### src/rtl/ysyx_24070016_lsu.sv
// Load/store stage: one memory access in flight, valid/ready on input, memory and write-back sides.
// Optional YSYX_24070016_LSU_MISALIGN_TRAP_EN: misaligned h/w accesses fault instead of being force-aligned.
module ysyx_24070016_lsu #(
  parameter int TIMEOUT_CYC = 255,
  parameter int RD_W        = 5
) (
  input  logic            clk,
  input  logic            rst_n,
  input  logic            in_valid,
  output logic            in_ready,
  input  logic [31:0]     in_result,
  input  logic [31:0]     in_wdata,
  input  logic [2:0]      in_funct3,
  input  logic            in_is_load,
  input  logic            in_is_store,
  input  logic [RD_W-1:0] in_rd,
  input  logic            in_rd_wen,
  output logic            mem_req_valid,
  input  logic            mem_req_ready,
  output logic [31:0]     mem_req_addr,
  output logic            mem_req_wen,
  output logic [31:0]     mem_req_wdata,
  output logic [3:0]      mem_req_wmask,
  input  logic            mem_rsp_valid,
  input  logic [31:0]     mem_rsp_rdata,
  output logic            out_valid,
  input  logic            out_ready,
  output logic [31:0]     out_result,
  output logic [RD_W-1:0] out_rd,
  output logic            out_wen,
  output logic            out_err
);
  localparam int CNT_W = $clog2(TIMEOUT_CYC + 2);

  typedef enum logic [1:0] {S_IDLE, S_REQ, S_WAIT, S_DONE} state_t;

  state_t            state_q, state_d;
  logic [CNT_W-1:0]  cnt_q, cnt_d;
  logic [2:0]        funct3_q, funct3_d;
  logic [1:0]        lane_q, lane_d;
  logic              is_load_q, is_load_d;
  logic              rd_wen_q, rd_wen_d;
  logic              in_ready_q, in_ready_d;
  logic              req_valid_q, req_valid_d;
  logic [31:0]       req_addr_q, req_addr_d;
  logic              req_wen_q, req_wen_d;
  logic [31:0]       req_wdata_q, req_wdata_d;
  logic [3:0]        req_wmask_q, req_wmask_d;
  logic              out_valid_q, out_valid_d;
  logic [31:0]       out_result_q, out_result_d;
  logic [RD_W-1:0]   out_rd_q, out_rd_d;
  logic              out_wen_q, out_wen_d;
  logic              out_err_q, out_err_d;

  logic        mem_op, is_store, illegal, mis_err, tmo_hit;
  logic [31:0] eff_addr, wdata_lane, rsp_shift, load_val;
  logic [1:0]  lane;
  logic [3:0]  wmask;

  always_comb begin
    mem_op   = in_is_load || in_is_store;
    is_store = in_is_store && !in_is_load;
    case (in_funct3)
      3'b000, 3'b001, 3'b010: illegal = 1'b0;
      3'b100, 3'b101:         illegal = is_store;
      default:                illegal = 1'b1;
    endcase
    // Force-align h/w addresses; in the trap build a misaligned op never reaches memory anyway.
    eff_addr = in_result;
    if (in_funct3[1:0] == 2'b01)      eff_addr[0]   = 1'b0;
    else if (in_funct3[1:0] == 2'b10) eff_addr[1:0] = 2'b00;
`ifdef YSYX_24070016_LSU_MISALIGN_TRAP_EN
    mis_err = (in_funct3[1:0] == 2'b01 && in_result[0]) ||
              (in_funct3[1:0] == 2'b10 && in_result[1:0] != 2'b00);
`else
    mis_err = 1'b0;
`endif
    lane = eff_addr[1:0];
    case (in_funct3[1:0])
      2'b00:   begin wmask = 4'b0001 << lane;             wdata_lane = {4{in_wdata[7:0]}};  end
      2'b01:   begin wmask = 4'b0011 << {lane[1], 1'b0};  wdata_lane = {2{in_wdata[15:0]}}; end
      default: begin wmask = 4'b1111;                     wdata_lane = in_wdata;            end
    endcase
    rsp_shift = mem_rsp_rdata >> {lane_q, 3'b000};
    case (funct3_q)
      3'b000:  load_val = {{24{rsp_shift[7]}}, rsp_shift[7:0]};
      3'b001:  load_val = {{16{rsp_shift[15]}}, rsp_shift[15:0]};
      3'b100:  load_val = {24'd0, rsp_shift[7:0]};
      3'b101:  load_val = {16'd0, rsp_shift[15:0]};
      default: load_val = rsp_shift;
    endcase
    tmo_hit = (TIMEOUT_CYC != 0) && (cnt_q == CNT_W'(TIMEOUT_CYC - 1));
  end

  always_comb begin
    state_d      = state_q;      cnt_d        = cnt_q;
    funct3_d     = funct3_q;     lane_d       = lane_q;
    is_load_d    = is_load_q;    rd_wen_d     = rd_wen_q;
    in_ready_d   = in_ready_q;   req_valid_d  = req_valid_q;
    req_addr_d   = req_addr_q;   req_wen_d    = req_wen_q;
    req_wdata_d  = req_wdata_q;  req_wmask_d  = req_wmask_q;
    out_valid_d  = out_valid_q;  out_result_d = out_result_q;
    out_rd_d     = out_rd_q;     out_wen_d    = out_wen_q;
    out_err_d    = out_err_q;
    case (state_q)
      S_IDLE: if (in_valid && in_ready_q) begin
        in_ready_d = 1'b0;
        funct3_d   = in_funct3;
        lane_d     = lane;
        is_load_d  = in_is_load;
        rd_wen_d   = in_rd_wen;
        out_rd_d   = in_rd;
        if (!mem_op) begin
          state_d = S_DONE; out_valid_d = 1'b1;
          out_result_d = in_result; out_wen_d = in_rd_wen; out_err_d = 1'b0;
        end else if (illegal || mis_err) begin
          state_d = S_DONE; out_valid_d = 1'b1;
          out_result_d = 32'd0; out_wen_d = 1'b0; out_err_d = 1'b1;
        end else begin
          state_d     = S_REQ;
          req_valid_d = 1'b1;
          req_addr_d  = {eff_addr[31:2], 2'b00};
          req_wen_d   = is_store;
          req_wmask_d = is_store ? wmask : 4'b0000;
          req_wdata_d = is_store ? wdata_lane : 32'd0;
        end
      end
      S_REQ: if (mem_req_ready) begin
        state_d = S_WAIT; req_valid_d = 1'b0; cnt_d = '0;
      end
      S_WAIT: begin
        if (mem_rsp_valid) begin
          state_d = S_DONE; out_valid_d = 1'b1; out_err_d = 1'b0;
          out_result_d = is_load_q ? load_val : 32'd0;
          out_wen_d    = is_load_q && rd_wen_q;
        end else if (tmo_hit) begin
          state_d = S_DONE; out_valid_d = 1'b1;
          out_result_d = 32'd0; out_wen_d = 1'b0; out_err_d = 1'b1;
        end else begin
          cnt_d = cnt_q + CNT_W'(1);
        end
      end
      S_DONE: if (out_ready) begin
        state_d = S_IDLE; out_valid_d = 1'b0; in_ready_d = 1'b1;
      end
      default: state_d = S_IDLE;
    endcase
  end

  always_ff @(posedge clk or negedge rst_n) begin
    if (!rst_n) begin
      state_q <= S_IDLE;  cnt_q <= '0;  funct3_q <= '0;  lane_q <= '0;
      is_load_q <= 1'b0;  rd_wen_q <= 1'b0;  in_ready_q <= 1'b1;
      req_valid_q <= 1'b0;  req_addr_q <= '0;  req_wen_q <= 1'b0;
      req_wdata_q <= '0;  req_wmask_q <= '0;
      out_valid_q <= 1'b0;  out_result_q <= '0;  out_rd_q <= '0;
      out_wen_q <= 1'b0;  out_err_q <= 1'b0;
    end else begin
      state_q <= state_d;  cnt_q <= cnt_d;  funct3_q <= funct3_d;  lane_q <= lane_d;
      is_load_q <= is_load_d;  rd_wen_q <= rd_wen_d;  in_ready_q <= in_ready_d;
      req_valid_q <= req_valid_d;  req_addr_q <= req_addr_d;  req_wen_q <= req_wen_d;
      req_wdata_q <= req_wdata_d;  req_wmask_q <= req_wmask_d;
      out_valid_q <= out_valid_d;  out_result_q <= out_result_d;  out_rd_q <= out_rd_d;
      out_wen_q <= out_wen_d;  out_err_q <= out_err_d;
    end
  end

  assign in_ready      = in_ready_q;
  assign mem_req_valid = req_valid_q;
  assign mem_req_addr  = req_addr_q;
  assign mem_req_wen   = req_wen_q;
  assign mem_req_wdata = req_wdata_q;
  assign mem_req_wmask = req_wmask_q;
  assign out_valid     = out_valid_q;
  assign out_result    = out_result_q;
  assign out_rd        = out_rd_q;
  assign out_wen       = out_wen_q;
  assign out_err       = out_err_q;
endmodule

### config.mk
export PLATFORM = sky130hd
export DESIGN_NAME = ysyx_24070016_lsu
export DESIGN_NICKNAME = d
export VERILOG_FILES = /design/src/rtl/ysyx_24070016_lsu.sv
export SDC_FILE = /design/constraint.sdc
export NUM_CORES = 1
export LEC_CHECK = 0
export CORE_AREA = 3 3 192 119
export DETAILED_ROUTE_END_ITERATION = 7
export DIE_AREA = 0 0 195 122
export GPL_TIMING_DRIVEN = 1
export HOLD_SLACK_MARGIN = 0.05
export PLACE_DENSITY = 0.67
export SLEW_MARGIN = 20
export SYNTH_ARGS = -nofsm -noshare
export SYNTH_HDL_FRONTEND = slang
export SYNTH_SLANG_ARGS = --single-unit
### constraint.sdc
create_clock -name clk -period 3.5 [get_ports clk]
set_clock_uncertainty 0.05 [all_clocks]
set_input_delay 0.525 -clock clk [delete_from_list [all_inputs] [get_ports clk]]
set_output_delay 0.525 -clock clk [all_outputs]
set_load 0.01 [all_outputs]
==> metrics.txt <==
status complete, no violations; Synth Warn # 0; Slew headroom 38.40%; Rows 41; critical path class register to register; Post-Layout Cell Count 1106; Synth area leaders dfrtp_1 50%, mux2_2 8.0%, mux2i_1 7.1%; CP max FO 12; leak pwr 4.008 nW; dpl cells 1074; number of flops mapped to enable cells by yosys 0; ant diodes 0; Mapped Avg Cell Area 10.52 µm²; Worst Hold Class register to register; pre-CTS setup slack 0.6115 ns; first-pass GRT wire length 31770 µm; CP Cell Sequence inv_1 -> ha_1 -> and3_1 -> and3_1 -> buf_4 -> nor2b_1 -> a221oi_1 -> o21ai_0; CTS tree done; Critical Path AT 3.11 ns; Longest Clk Path Bufs 2; RSZ-0062 raised after global routing false; actual transition at the worst max-transition pin 0.9007 ns; slowest cell on the critical path nor2b_1; Final min period 2.840 ns; Starting Density 30.06%; Multi-input gate area 0.002910 mm²; Die Area 0.02379 mm²; Synth top area share 49.87%; number of stages on the worst setup path 8; MaxCap Viol Count 0; post-DP HPWL 15620 µm; final antenna-violating net count 0; fin crit share 81.16%; ys async rst share 100.0%; layout cells sized above 1 14.15%; fillers 2035; Startpoint Class register; Finished Core Util 44.89%; Crit path top cell by count and3_1; Final Total Pwr 6.983 mW; Fin Setup TNS 0 ns; Clk Latency, worst-skew pair 0.43 ns; Placement Cell Area 0.008831 mm²; gpl congestion 0.7927; Yosys cell types 53; Top FF cell, synth dfrtp_1; Post-Syn Instances 601; WHS 0.4291 ns; worst r2r path cells 8; f_max 352.1 MHz; average routed wire per standard cell 19.09 µm; Yosys top cell by area dfrtp_1; Max Slew Vio Count 0; slowest stage delay, CP 0.51 ns; cell family with the largest share of critical-path delay simple AND/OR/NAND/NOR gates; H-tree level count 4; number of global-route vias before repair 5407; I/O pin count 224; register bit total from synthesis 127; crit path capture type register; WP data required 3.77 ns; Post-synth top cells 126 x dfrtp_1, 78 x nand2_1, 58 x o21ai_0; via count 5453; Port-buffer cells 221; setup violators final 0; PwrDens 739.6 mW/mm²; peak supply drop 388.9 µV; design area 0.009442 mm²; pin count of the biggest net entering global routing 79; PnR worst setup slack 0.6595 ns; Clk pin slew, worst setup/hold paths 0.06 ns; cts repair resizes 0; drt first-iter violations 238; Reg-to-Reg Start state_q[0]; cts hold-fix bufs 1; register area 0.003179 mm²; worst reg2reg setup slack 0.66 ns; crit path buf inv count 2; Clock Sinks 127; Reg-to-Reg End out_result[27]; post-CTS setup buffer count 0; Pre-Repair DR Iteration Count 5; Seq/Total Area, Yosys 50.29%; DRC Markers 0; total wire length 21110 µm; CP Launch Point state_q[0]; initial antenna violation count 0; critical path endpoint out_result[27]; Avg Vias per Cell 4.930; CTS buffer count 17; total congestion overflow 0; synthesized area 0.006322 mm²; nets 935; Die X 195 µm; Area Growth Syn to Fin 49.34%; clk root buf clkbuf_16; Total Routing Usage GR 17.63%; Die H 122 µm; Hold Vio Cnt, Final 0; most common cell in the netlist dfrtp_1; area of the core 0.02103 mm²
worst min path at each step:
stage | startpoint | end | slack (ns) | cells past startpoint
6_report | mem_req_wmask[1] | mem_req_wmask[1] | 0.43 | 2
5_1_grt | mem_req_wdata[21] | mem_req_wdata[21] | 0.45 | 2
4_1_cts | mem_req_wmask[1] | mem_req_wmask[1] | 0.43 | 2
3_5_place_dp | mem_req_wmask[1] | mem_req_wmask[1] | 0.42 | 2
3_3_place_gp | mem_req_wdata[27] | mem_req_wdata[27] | 0.41 | 2
2_1_floorplan | rst_n | cnt_q[0] | 0.18 | 0
flip-flops by register name, summed over array words and instances (netlist names), 2 cells and up:
register and count:
out_rd 5, funct3_q 3, lane_q 2, mem_req_wdata 32, state_q 2, cnt_q 9, mem_req_addr 30, out_result 32
mem_req_wmask 4
where the power goes:
part | switching (mW) | internal (mW)
combinational | 1.39 | 1.49
sequential | 0.297 | 1.97
clock | 0.686 | 1.15
total | 2.37 | 4.61
cell type report:
| cell class | instances | area share (%) |
|---|---|---|
| multi-input combinational | 416 | 30.82 |
| timing repair buffer | 236 | 24.79 |
| tap | 279 | 3.697 |
| clock buffer | 21 | 4.877 |
| clock inverter | 10 | 1.458 |
| sequential | 127 | 33.67 |
| inverter | 17 | 0.6759 |
kinds of logic after synthesis:
group                      share of synthesized area [%]
other                                            0.05931
DFF                                                50.29
buffers and inverters                              4.136
muxes                                              15.50
xor gates and xnor gates                          0.8312
adders and majority gates                          1.385
and+or+nand+nor                                    9.776
AOI/OAI and AO/OA                                  18.03
cell usage in the layout (no fill, tap or decap), types with 3 or more instances in the layout:
master           Yosys  layout
a211oi_1             5       5
a21o_1               3       3
a21oi_1             33      33
a221oi_1            21      21
a22o_1               9       9
a22oi_1              9       9
and3_1               3       3
buf_4                2      13
bufinv_16            0       3
clkbuf_16            0      17
clkdlybuf4s50_1      0     220
clkinv_2             0       3
dfrtp_1            126     126
ha_1                 7       7
inv_1               17      17
mux2_2              45      45
mux2i_1             45      45
nand2_1             78      78
nand2b_1             5       5
nand3_1              5       5
nor2_1              25      24
nor2b_1              8       8
o21ai_0             58      58
o21ai_2             20      20
xnor2_1              4       4
layer usage:
metal	vias up	routed length (µm)	track usage, %
li1	2597	-	-
met4	0	169	4.450
met5	-	0	0
met1	2642	9951	23.86
met2	202	9085	26.42
met3	12	1902	7.103
worst reg2reg max path, stage by stage, from the launching register on:
cell and delay [ns]:
dfrtp_1 0.40, inv_1 0.14, ha_1 0.48, and3_1 0.38, and3_1 0.19, buf_4 0.18, nor2b_1 0.51, a221oi_1 0.15
o21ai_0 0.23
Power figures use the tool's default switching activity.
